## config.mk

```make
export PLATFORM = sky130hd
export DESIGN_NAME = match_ctrl
export DESIGN_NICKNAME = d
export VERILOG_FILES = /design/src/rtl/match_ctrl.sv
export SDC_FILE = /design/constraint.sdc
export NUM_CORES = 1
export LEC_CHECK = 0
export ABC_CLOCK_PERIOD_IN_PS = 1500
export CAP_MARGIN = 10
export CORE_MARGIN = 5
export CORE_UTILIZATION = 47
export CTS_BUF_LIST = sky130_fd_sc_hd__clkbuf_2 sky130_fd_sc_hd__clkbuf_4 sky130_fd_sc_hd__clkbuf_8
export DETAILED_ROUTE_END_ITERATION = 10
export PLACE_DENSITY_LB_ADDON = 0.1
export SLEW_MARGIN = 20
export SYNTH_ARGS = -nofsm -noshare
export SYNTH_HDL_FRONTEND = slang
export SYNTH_SLANG_ARGS = --single-unit
```

## constraint.sdc

```tcl
create_clock -name clock -period 1.5 [get_ports clock]
set_input_delay 0.225 -clock clock [delete_from_list [all_inputs] [get_ports clock]]
set_output_delay 0.225 -clock clock [all_outputs]
set_load 0.01 [all_outputs]
```

## src/rtl/match_ctrl.sv

```systemverilog
// Pong game-flow controller: attract, serve delay, serve, rally and game-over phases.
// Keeps both scores, gates ball motion and issues the serve pulse; all state advances on ce.
module match_ctrl #(
  parameter int WIN_SCORE    = 11,
  parameter int SERVE_FRAMES = 60,
  parameter int OVER_FRAMES  = 300
) (
  input  logic       clock,
  input  logic       reset,
  input  logic       ce,
  input  logic       vsync,
  input  logic [7:0] joy1,
  input  logic [7:0] joy2,
  input  logic       missL,
  input  logic       missR,
  output logic       run,
  output logic       serve,
  output logic       serveDir,
  output logic [3:0] score1,
  output logic [3:0] score2,
  output logic [1:0] winner,
  output logic [2:0] state
);

  typedef enum logic [2:0] {
    ST_IDLE  = 3'd0,
    ST_WAIT  = 3'd1,
    ST_SERVE = 3'd2,
    ST_PLAY  = 3'd3,
    ST_OVER  = 3'd4
  } state_t;

  // Counters compare against the last count so the move happens on the N-th tick itself.
  localparam logic [9:0] SERVE_LAST = 10'(SERVE_FRAMES - 1);
  localparam logic [9:0] OVER_LAST  = 10'(OVER_FRAMES - 1);
  localparam logic [3:0] WIN        = 4'(WIN_SCORE);

  state_t     r_state;
  logic [9:0] r_cnt;
  logic       r_fire_prev;
  logic       r_vsync_prev;
  logic       r_run;
  logic       r_serve;
  logic       r_dir;
  logic [3:0] r_s1;
  logic [3:0] r_s2;
  logic [1:0] r_win;

  state_t     w_state_nxt;
  logic [9:0] w_cnt_nxt;
  logic       w_dir_nxt;
  logic [3:0] w_s1_nxt;
  logic [3:0] w_s2_nxt;
  logic [1:0] w_win_nxt;
  logic       w_fire;
  logic       w_fire_edge;
  logic       w_tick;
  logic       w_unused;

  assign w_fire      = joy1[4] | joy2[4];
  assign w_fire_edge = w_fire & ~r_fire_prev;
  assign w_tick      = vsync & ~r_vsync_prev;
  assign w_unused    = ^{joy1[7:5], joy1[3:0], joy2[7:5], joy2[3:0]};

  always_comb begin
    w_state_nxt = r_state;
    w_cnt_nxt   = r_cnt;
    w_dir_nxt   = r_dir;
    w_s1_nxt    = r_s1;
    w_s2_nxt    = r_s2;
    w_win_nxt   = r_win;
    case (r_state)
      ST_IDLE: begin
        if (w_fire_edge) begin
          w_s1_nxt    = 4'd0;
          w_s2_nxt    = 4'd0;
          w_win_nxt   = 2'b00;
          w_dir_nxt   = 1'b0;
          w_cnt_nxt   = 10'd0;
          w_state_nxt = ST_WAIT;
        end
      end
      ST_WAIT: begin
        if (w_tick) begin
          if (r_cnt == SERVE_LAST) begin
            w_cnt_nxt   = 10'd0;
            w_state_nxt = ST_SERVE;
          end else begin
            w_cnt_nxt = r_cnt + 10'd1;
          end
        end
      end
      ST_SERVE: w_state_nxt = ST_PLAY;
      ST_PLAY: begin
        // missL wins a simultaneous double miss
        if (missL) begin
          w_s2_nxt  = r_s2 + 4'd1;
          w_dir_nxt = 1'b0;
          if (r_s2 + 4'd1 == WIN) begin
            w_win_nxt   = 2'b10;
            w_state_nxt = ST_OVER;
          end else begin
            w_state_nxt = ST_WAIT;
          end
        end else if (missR) begin
          w_s1_nxt  = r_s1 + 4'd1;
          w_dir_nxt = 1'b1;
          if (r_s1 + 4'd1 == WIN) begin
            w_win_nxt   = 2'b01;
            w_state_nxt = ST_OVER;
          end else begin
            w_state_nxt = ST_WAIT;
          end
        end
      end
      ST_OVER: begin
        if (w_tick) begin
          if (r_cnt == OVER_LAST) begin
            w_cnt_nxt   = 10'd0;
            w_state_nxt = ST_IDLE;
          end else begin
            w_cnt_nxt = r_cnt + 10'd1;
          end
        end
      end
      default: w_state_nxt = ST_IDLE;
    endcase
  end

  always_ff @(posedge clock) begin
    if (reset) begin
      r_state      <= ST_IDLE;
      r_cnt        <= 10'd0;
      r_fire_prev  <= 1'b0;
      r_vsync_prev <= 1'b0;
      r_run        <= 1'b0;
      r_serve      <= 1'b0;
      r_dir        <= 1'b0;
      r_s1         <= 4'd0;
      r_s2         <= 4'd0;
      r_win        <= 2'b00;
    end else if (ce) begin
      r_state      <= w_state_nxt;
      r_cnt        <= w_cnt_nxt;
      r_fire_prev  <= w_fire;
      r_vsync_prev <= vsync;
      r_run        <= (w_state_nxt == ST_PLAY);
      r_serve      <= (w_state_nxt == ST_SERVE);
      r_dir        <= w_dir_nxt;
      r_s1         <= w_s1_nxt;
      r_s2         <= w_s2_nxt;
      r_win        <= w_win_nxt;
    end
  end

  assign run      = r_run;
  assign serve    = r_serve;
  assign serveDir = r_dir;
  assign score1   = r_s1;
  assign score2   = r_s2;
  assign winner   = r_win;
  assign state    = r_state;

endmodule

```

[Yosys cells after proc, flatten, opt, wreduce, memory -nomap -nowiden]
Index checks and enable logic that the tools add are counted.
Word-level totals
  register bits after elaboration: 28
  output and inout port bits: 16
  logic and storage cells: 77
Cells by class
  $add $sub $neg: 3
  equality and inequality tests: 19
  mux-type cells: 32
  bitwise operators: 5
  reductions and logical operators: 8
Operator list (number)
  $mux W10: 5
  $pmux W10 S3: 1
  $mux W3: 9
  $mux W4: 4
  $pmux W4 S2: 2
  $pmux W3 S5: 1
  $eq A3 B2 Y1 const B: 4
  $ne A2 B2 Y1 const B: 6
  $add A10 B1 Y10 const B: 1
  $eq A10 B6 Y1 const B: 1
  $eq A10 B9 Y1 const B: 1
  $mux W2: 5
  $reduce_and A5 Y1: 2
  $ne A3 B3 Y1 const B: 3
  $add A4 B1 Y4 const B: 2
  $eq A4 B4 Y1 const B: 2
  $reduce_and A4 Y1: 2
  $reduce_and A6 Y1: 1
  $pmux W2 S2: 1
  $eq A3 B1 Y1 const B: 1
  $eq A3 B3 Y1 const B: 1
  $logic_not A3 Y1: 1
  $mux W1: 3
  $reduce_bool A3 Y1: 1
  5 further kinds: 7

[Depth between registers and ports, before layout]
Gate-level depths: netlist (run 1).
  depth after elaboration: 7
  depth in mapped cells: 7
  mapped depth without buffers: 6

[Least setup slack after synthesis (run 1)]
No wires, ideal clock.
  path type: reg-to-reg
  from: reg r_state[0] (netlist: state[0])
  to: reg r_s1[1] (netlist: score1[1])
  setup time: 0.070 ns
  arrival time: 1.494 ns
  required time: 1.430 ns
  slack: -0.064 ns
  cell stages (with the launch flop): 7
  period minus slack after synthesis: 1.564 ns
  cell sequence: dfxtp_1 -> buf_4 -> nand2_1 -> nor3b_1 -> o21ai_1 -> or4_1 -> a21oi_1
On the way
  longest elaborated chain between the ends: 3
  elaborated cells on any way between the ends: 8
Ends and longest elaborated chain
  start: declaration: RTL line 38  | state_t r_state;
  start signal: assignment: RTL line 143  | r_state <= w_state_nxt;
  $eq A3 B2 Y1 or $logic_not A3 Y1 (tied branches): RTL line 72  | case (r_state)
  $ne A2 B2 Y1 (no source line) or $reduce_bool A2 Y1 (tied branches)
  $reduce_and A5 Y1 (no source line)
  end signal: assignment: RTL line 150  | r_s1 <= w_s1_nxt;
  end: declaration: RTL line 45  | logic [3:0] r_s1;
Parallel ways exist; a longest one is shown, timed or not.
A chain may end at the register's enable or synchronous reset.

[Worst setup path after layout (run 1)]
  from: reg r_state[0] (netlist: state[0])
  to: reg r_cnt[5]
On the way
  longest elaborated chain between the ends: 3
  elaborated cells on any way between the ends: 9
Ends and longest elaborated chain
  $eq A3 B1 Y1 (tied with other cells): RTL line 72
  $ne A2 B2 Y1 (no source line) or $reduce_bool A3 Y1 (tied branches)
  $reduce_and A5 Y1 (no source line)
  end signal: assignment: RTL line 144  | r_cnt <= w_cnt_nxt;
  end: declaration: RTL line 39  | logic [9:0] r_cnt;
Parallel ways exist; a longest one is shown, timed or not.

==> qor.yml, run 1 <==
final_common_cell: "buf_4"
drtIter0Drc: 105
track_usage_pct: 21.07
syn_area_um2: 1755
io_buffers: 23
vias: 1992
ys_dominant_reg_cell: "dfxtp_1"
seq_area_frac_synth_pct: 31.93
arrival_ns: 1.85
htreeDepth: 1
crit_family: "compound AO/OA/AOI/OAI gates"
grt_pass1_vias: 1900
antenna_found_initial: 0
drive_above_1_share_pct: 42.72
place_inst: 342
tritoncts: "built"
syn_avg_cell_area_um2: 7.872
period_minus_slack_ns: 1.621
fp.dieH_um: 71.12
final_cell_mix: "52 x buf_4, 18 x nand2_1, 16 x a21oi_1, 16 x nor2_1"
clk_pin_slew_ns: 0.11
routedWlPerCell_um: 15.49
worst_pin_slew_ns: 0.3991
worst_slack_ns: -0.1212
dieArea_um2: 5057
irDropWorstVdd_mv: 0.3595
critical_path_class: "reg2reg"
dp_slack_ns: -0.5936
cp_max_fo: 7
gp_congestion: 0.8029
nets: 330
synthArstFlopShare_pct: 0
synth-seq-cells: 28
hold_viol: 0
synthCells: 223
max_stage_delay_ns: 0.41
slew_headroom_pct: 73.28
synth_edf_count: 0
coreArea_um2: 3633
cp-start-kind: "flip-flop"
crit_path_frequent_cell: "a21oi_1"
grt.overflow.total: 0
max_freq_ghz: 0.6168
clockBufferDepth: 2
diodes: 0
stdcell_area_um2: 2870
clkLatencyLatePin_ns: 0.29
viasPerCell: 5.691
synth_warnings: 0
crit_slowest_cell: "or3b_4"
crit_chain: "or3b_4 > o2bb2ai_4 > a2111oi_4 > a21oi_1 > a21oi_1"
crit_buf_inv: 0
remaining_drc_errors: 0
place_area_um2: 2490
syn-num-nets: 250
area_delta_synth_final_pct: 63.51
outcome: "finished, violations left"
row_count: 22
instances_no_fill: 350
ys_types: 55
start_util_pct: 48.31
violations: "setup timing"
cts-buffers-inserted: 3
dr.pass1.iters: 4
maxCapViolCount: 0
hpwl_um: 3645
fillers: 267
min_path_type: "reg2reg"
utilization_pct: 78.99
grt_pass1_wl_um: 8845
ctsHoldBuffers: 0
clkSinkCount: 28
ant_nets: 0
grt_start_max_net_pins: 17
rsz0062_at_grt: "yes"
ioPinCount: 38
fin_crit_sh_pct: 108.1
setup_viol: 17
worstPathRequired_ns: 1.73
p_leak_nw: 1.124
clockRootBuffer: "clkbuf_8"
wirelength_um: 5423
skew_ns: 0.005584
end_kind: "flip-flop"
slew_viol_final: 0
powerDensity_nw_per_um2: 574.7
die_x_um: 71.12
==> sequential cells by signal, summed over array words and instances, names as in the netlist <==
register,flops
r_cnt,10
r_fire_prev,1
r_vsync_prev,1
run,1
score1,4
score2,4
serve,1
serveDir,1
state,3
winner,2
==> Yosys cell counts, types with 2 or more instances <==
library cell | instances | share of area [%]
o21ai_1 | 2 | 0.57
buf_2 | 3 | 0.86
a21oi_1 | 24 | 6.8
nor2_1 | 18 | 3.8
nand4b_1 | 6 | 3.0
nand2_1 | 20 | 4.3
clkbuf_1 | 5 | 1.1
and2_1 | 2 | 0.71
or3_1 | 4 | 1.4
nand2b_1 | 7 | 2.5
o211ai_1 | 3 | 1.3
or2_2 | 2 | 0.71
a211oi_1 | 6 | 2.6
and3_1 | 3 | 1.1
nand3_1 | 10 | 2.9
ha_1 | 5 | 3.6
nor4bb_1 | 3 | 1.7
nor2b_1 | 5 | 1.8
o21ai_0 | 11 | 3.1
xnor2_1 | 2 | 1.0
nand3b_1 | 4 | 1.7
nor3_1 | 5 | 1.4
o31ai_1 | 2 | 0.86
nor3b_1 | 5 | 2.1
nand4_1 | 5 | 1.8
dfxtp_1 | 28 | 32
inv_1 | 5 | 1.1
==> routing by layer <==
metal	vias up	global-route usage (%)	wire length (um)	share of wire (%)
li1	992	-	-	-
met1	939	26.89	2357	43
met2	49	36.56	2796	52
met3	12	3.125	182	3.4
met4	0	6.263	87	1.6
met5	-	0	0	0
==> cells by family (layout without fill, tap and decap cells) <==
logic type	count (synthesis)	after routing	share of synthesized area, %
mux	1	1	0.5702
fa+ha+maj	5	5	3.564
buf+inv	15	94	4.063
xor+xnor	2	2	0.9980
simple gates	106	106	34.36
compound gates	66	66	24.52
flops	28	28	31.93
==> final timing paths <==
| kind | startpoint | to | slack [ns] | cells after the start |
|---|---|---|---|---|
| max reg2reg | state[0] | r_cnt[5] | -0.12 | 5 |
| max | state[0] | r_cnt[5] | -0.12 | 5 |
| min reg2reg | serve | serve | 0.48 | 1 |
| min | serve | serve | 0.48 | 1 |
==> what timing repair did <==
action                                  4_1_cts  5_1_grt
buffers inserted                              3        1
gates resized for setup                      45       34
pin swaps                                    18       18
endpoints found under the setup margin       32       28
==> per-stage QoR <==
step | power, W | TNS [ns] | hold WS, ns
2_1_floorplan | 0.0008948 | 0 | 0.3723
3_3_place_gp | 0.001000 | -9.027 | 0.4561
3_5_place_dp | 0.001002 | -9.655 | 0.4537
4_1_cts | 0.001655 | -1.454 | 0.4802
5_1_grt | 0.001710 | -3.048 | 0.4939
6_report | 0.001649 | -1.352 | 0.4769
==> where the power goes <==
| group | switching [W] | internal (W) | total, W |
|---|---|---|---|
| Clock | 0.000265 | 0.000358 | 0.000623 |
| Combinational | 0.000142 | 0.000130 | 0.000272 |
| Sequential | 0.00000827 | 0.000746 | 0.000754 |
==> area by class of cell <==
cell class / count / area (um2) / area share (%)
timing repair buffer: 85 / 739.5 / 25.76
inverter: 5 / 18.77 / 0.6539
sequential: 28 / 586.8 / 20.44
multi-input combinational: 180 / 1394 / 48.56
clock buffer: 3 / 41.29 / 1.439
clock inverter: 1 / 30.03 / 1.046
tap: 48 / 60.06 / 2.092
(Power assumes the default switching activity.)
==> run 2, diff against run 1 <==
==> constraint.sdc (replaced) <==
create_clock -name clock -period 1.5 [get_ports clock]
set_input_delay 0.225 -clock clock [delete_from_list [all_inputs] [get_ports clock]]
set_output_delay 0.225 -clock clock [all_outputs]
set_load 0.05 [all_outputs]
==> run 2 against run 1 <==
Effect of this change: the flow still finishes with violations (setup timing); cell area up 8.5%; clock skew fell by 0.0014 ns; non-clock buffer count up 11; sequential power decreased by 0.8%; sequential share of layout area down 1.3 points; first-iteration DRC count is 43% higher; power down 5.6%; critical path depth grew 2; critical path type unchanged; highest routed layer unchanged.
==> qor.yml, run 2 (same netlist as run 1, synthesis figures left out) <==
grt_pass1_vias: 1868
gp_congestion: 0.9193
max_freq_ghz: 0.5812
dr.pass1.iters: 5
clockRootBuffer: "clkbuf_8"
largest_reg_flops: 10
grt_pass1_wl_um: 8942
p_leak_nw: 1.183
die_x_um: 71.12
rsz0062_at_grt: "yes"
instances_no_fill: 361
drtIter0Drc: 150
reg2reg_from: "r_cnt[0]"
worstPathRequired_ns: 1.72
place_inst: 343
slew_headroom_pct: 71.02
wirelength_um: 6489
crit_slowest_cell: "dfxtp_2"
io_buffers: 23
violations: "setup timing"
viasPerCell: 6.003
seq_area_um2: 596.8
path_depth: 7
worst_pin_slew_ns: 0.4331
critical_path_class: "reg2reg"
vias: 2167
ctsHoldBuffers: 0
crit_path_frequent_cell: "a21oi_1"
fin_crit_sh_pct: 114.7
final_cell_mix: "65 x buf_4, 17 x nand2_1, 16 x a21oi_1, 15 x nor2_1, 15 x dfxtp_1"
utilization_pct: 85.67
worst_slack_ns: -0.2206
ff2ff_setup_slack_ns: -0.22
cp-start-kind: "flip-flop"
clk_pin_slew_ns: 0.10
largest_register: "r_cnt"
grt.overflow.total: 0
remaining_drc_errors: 0
slew_viol_final: 0
r2r_cells: 7
setup_viol: 18
multi_input_area_um2: 1431
fp.dieH_um: 71.12
hold_viol: 0
track_usage_pct: 21.29
tritoncts: "built"
period_minus_slack_ns: 1.721
crit_family: "compound AO/OA/AOI/OAI gates"
clockBufferDepth: 2
cts-buffers-inserted: 3
nets: 341
dieArea_um2: 5057
clkLatencyLatePin_ns: 0.28
skew_ns: 0.004215
row_count: 22
grt_start_max_net_pins: 16
area_delta_synth_final_pct: 77.33
fillers: 200
fin_hold_ws_ns: 0.4503
min_path_type: "in2reg"
cp_max_fo: 4
coreArea_um2: 3633
rr_endpoint: "r_cnt[5]"
start_util_pct: 48.31
antenna_found_initial: 0
end_kind: "flip-flop"
ioPinCount: 38
clkSinkCount: 28
outcome: "finished, violations left"
powerDensity_nw_per_um2: 500.0
hpwl_um: 3721
irDropWorstVdd_mv: 0.4252
arrival_ns: 1.94
final_common_cell: "buf_4"
diodes: 0
maxCapViolCount: 0
routedWlPerCell_um: 17.98
max_stage_delay_ns: 0.35
critical_path.endpoint: "r_cnt[5]"
crit_buf_inv: 1
htreeDepth: 1
ant_nets: 0
cp-startpoint: "r_cnt[0]"
drive_above_1_share_pct: 50.48
crit_chain: "ha_4 > nor3b_4 > and2b_2 > buf_6 > a2111oi_4 > a21oi_1 > a21oi_1"
-- run 2: cell count changes in the layout (fill, tap and decap cells not counted), moves of 4 or more --
| cell | before | now |
|---|---|---|
| dfxtp_2 | 9 | 5 |
| dfxtp_4 | 4 | 8 |
| buf_12 | 1 | 11 |
| buf_4 | 52 | 65 |
| dlygate4sd2_1 | 6 | 1 |
| clkdlybuf4s50_1 | 15 | 5 |
-- run 2: layout make-up --
cell class | count | share of cell area, %
Clock buffer | 4 | 1.568
Inverter | 5 | 0.6029
Multi-Input combinational cell | 180 | 45.98
Sequential cell | 28 | 19.17
Tap cell | 48 | 1.929
Timing Repair Buffer | 96 | 30.75
-- run 2: timing repair --
action                     4_1_cts  5_1_grt
buffers inserted                 4        8
resized for setup               30       46
pin swaps                       10       26
gates cloned                     0        2
setup endpoints to repair       26       24
-- run 2: power breakdown --
group	internal (W)	switching, W	leakage (nW)
Combinational	0.000166	0.000176	0.921
Clock	0.000209	0.000257	0.0262
Sequential	0.000739	0.00000897	0.235
-- run 2: metal layers --
layer / track usage (%) / vias up / share of wire [%]
li1: - / 1014 / -
met1: 30.84 / 1018 / 41
met2: 34.09 / 109 / 49
met3: 2.557 / 26 / 7.3
met4: 4.175 / 0 / 2.9
met5: 0 / - / 0
-- run 2: worst min path at each step --
stage | from | endpoint | depth (start not counted)
after global placement | score2[1] | score2[1] | 2
after floorplan | vsync | r_vsync_prev | 2
final | missL | winner[0] | 3
after detailed placement | score2[1] | score2[1] | 2
after global routing | missL | winner[0] | 3
after CTS | ce | r_fire_prev | 3
-- run 2: through the flow --
stage                     cell area, um2   power, W  worst slack, ns  TNS [ns]
after floorplan                     1843  0.0009041         -0.06953   -0.7247
after global placement              2605   0.001023          -0.3758    -6.394
after detailed placement            2605   0.001027          -0.3961    -6.836
after CTS                           2823   0.001523          -0.1155    -1.278
after global routing                3113   0.001617          -0.2890    -3.465
final                               3113   0.001557          -0.2206    -1.889
-- run 2: worst reg2reg max path, delay by kind of cell (launching register included) --
kind	cells	cell delay, ns
buffers and inverters	1	0.15
AO/OA/AOI/OAI	3	0.58
adder cells (fa/ha/maj)	1	0.17
AND/OR/NAND/NOR	2	0.40
flip-flops	1	0.35
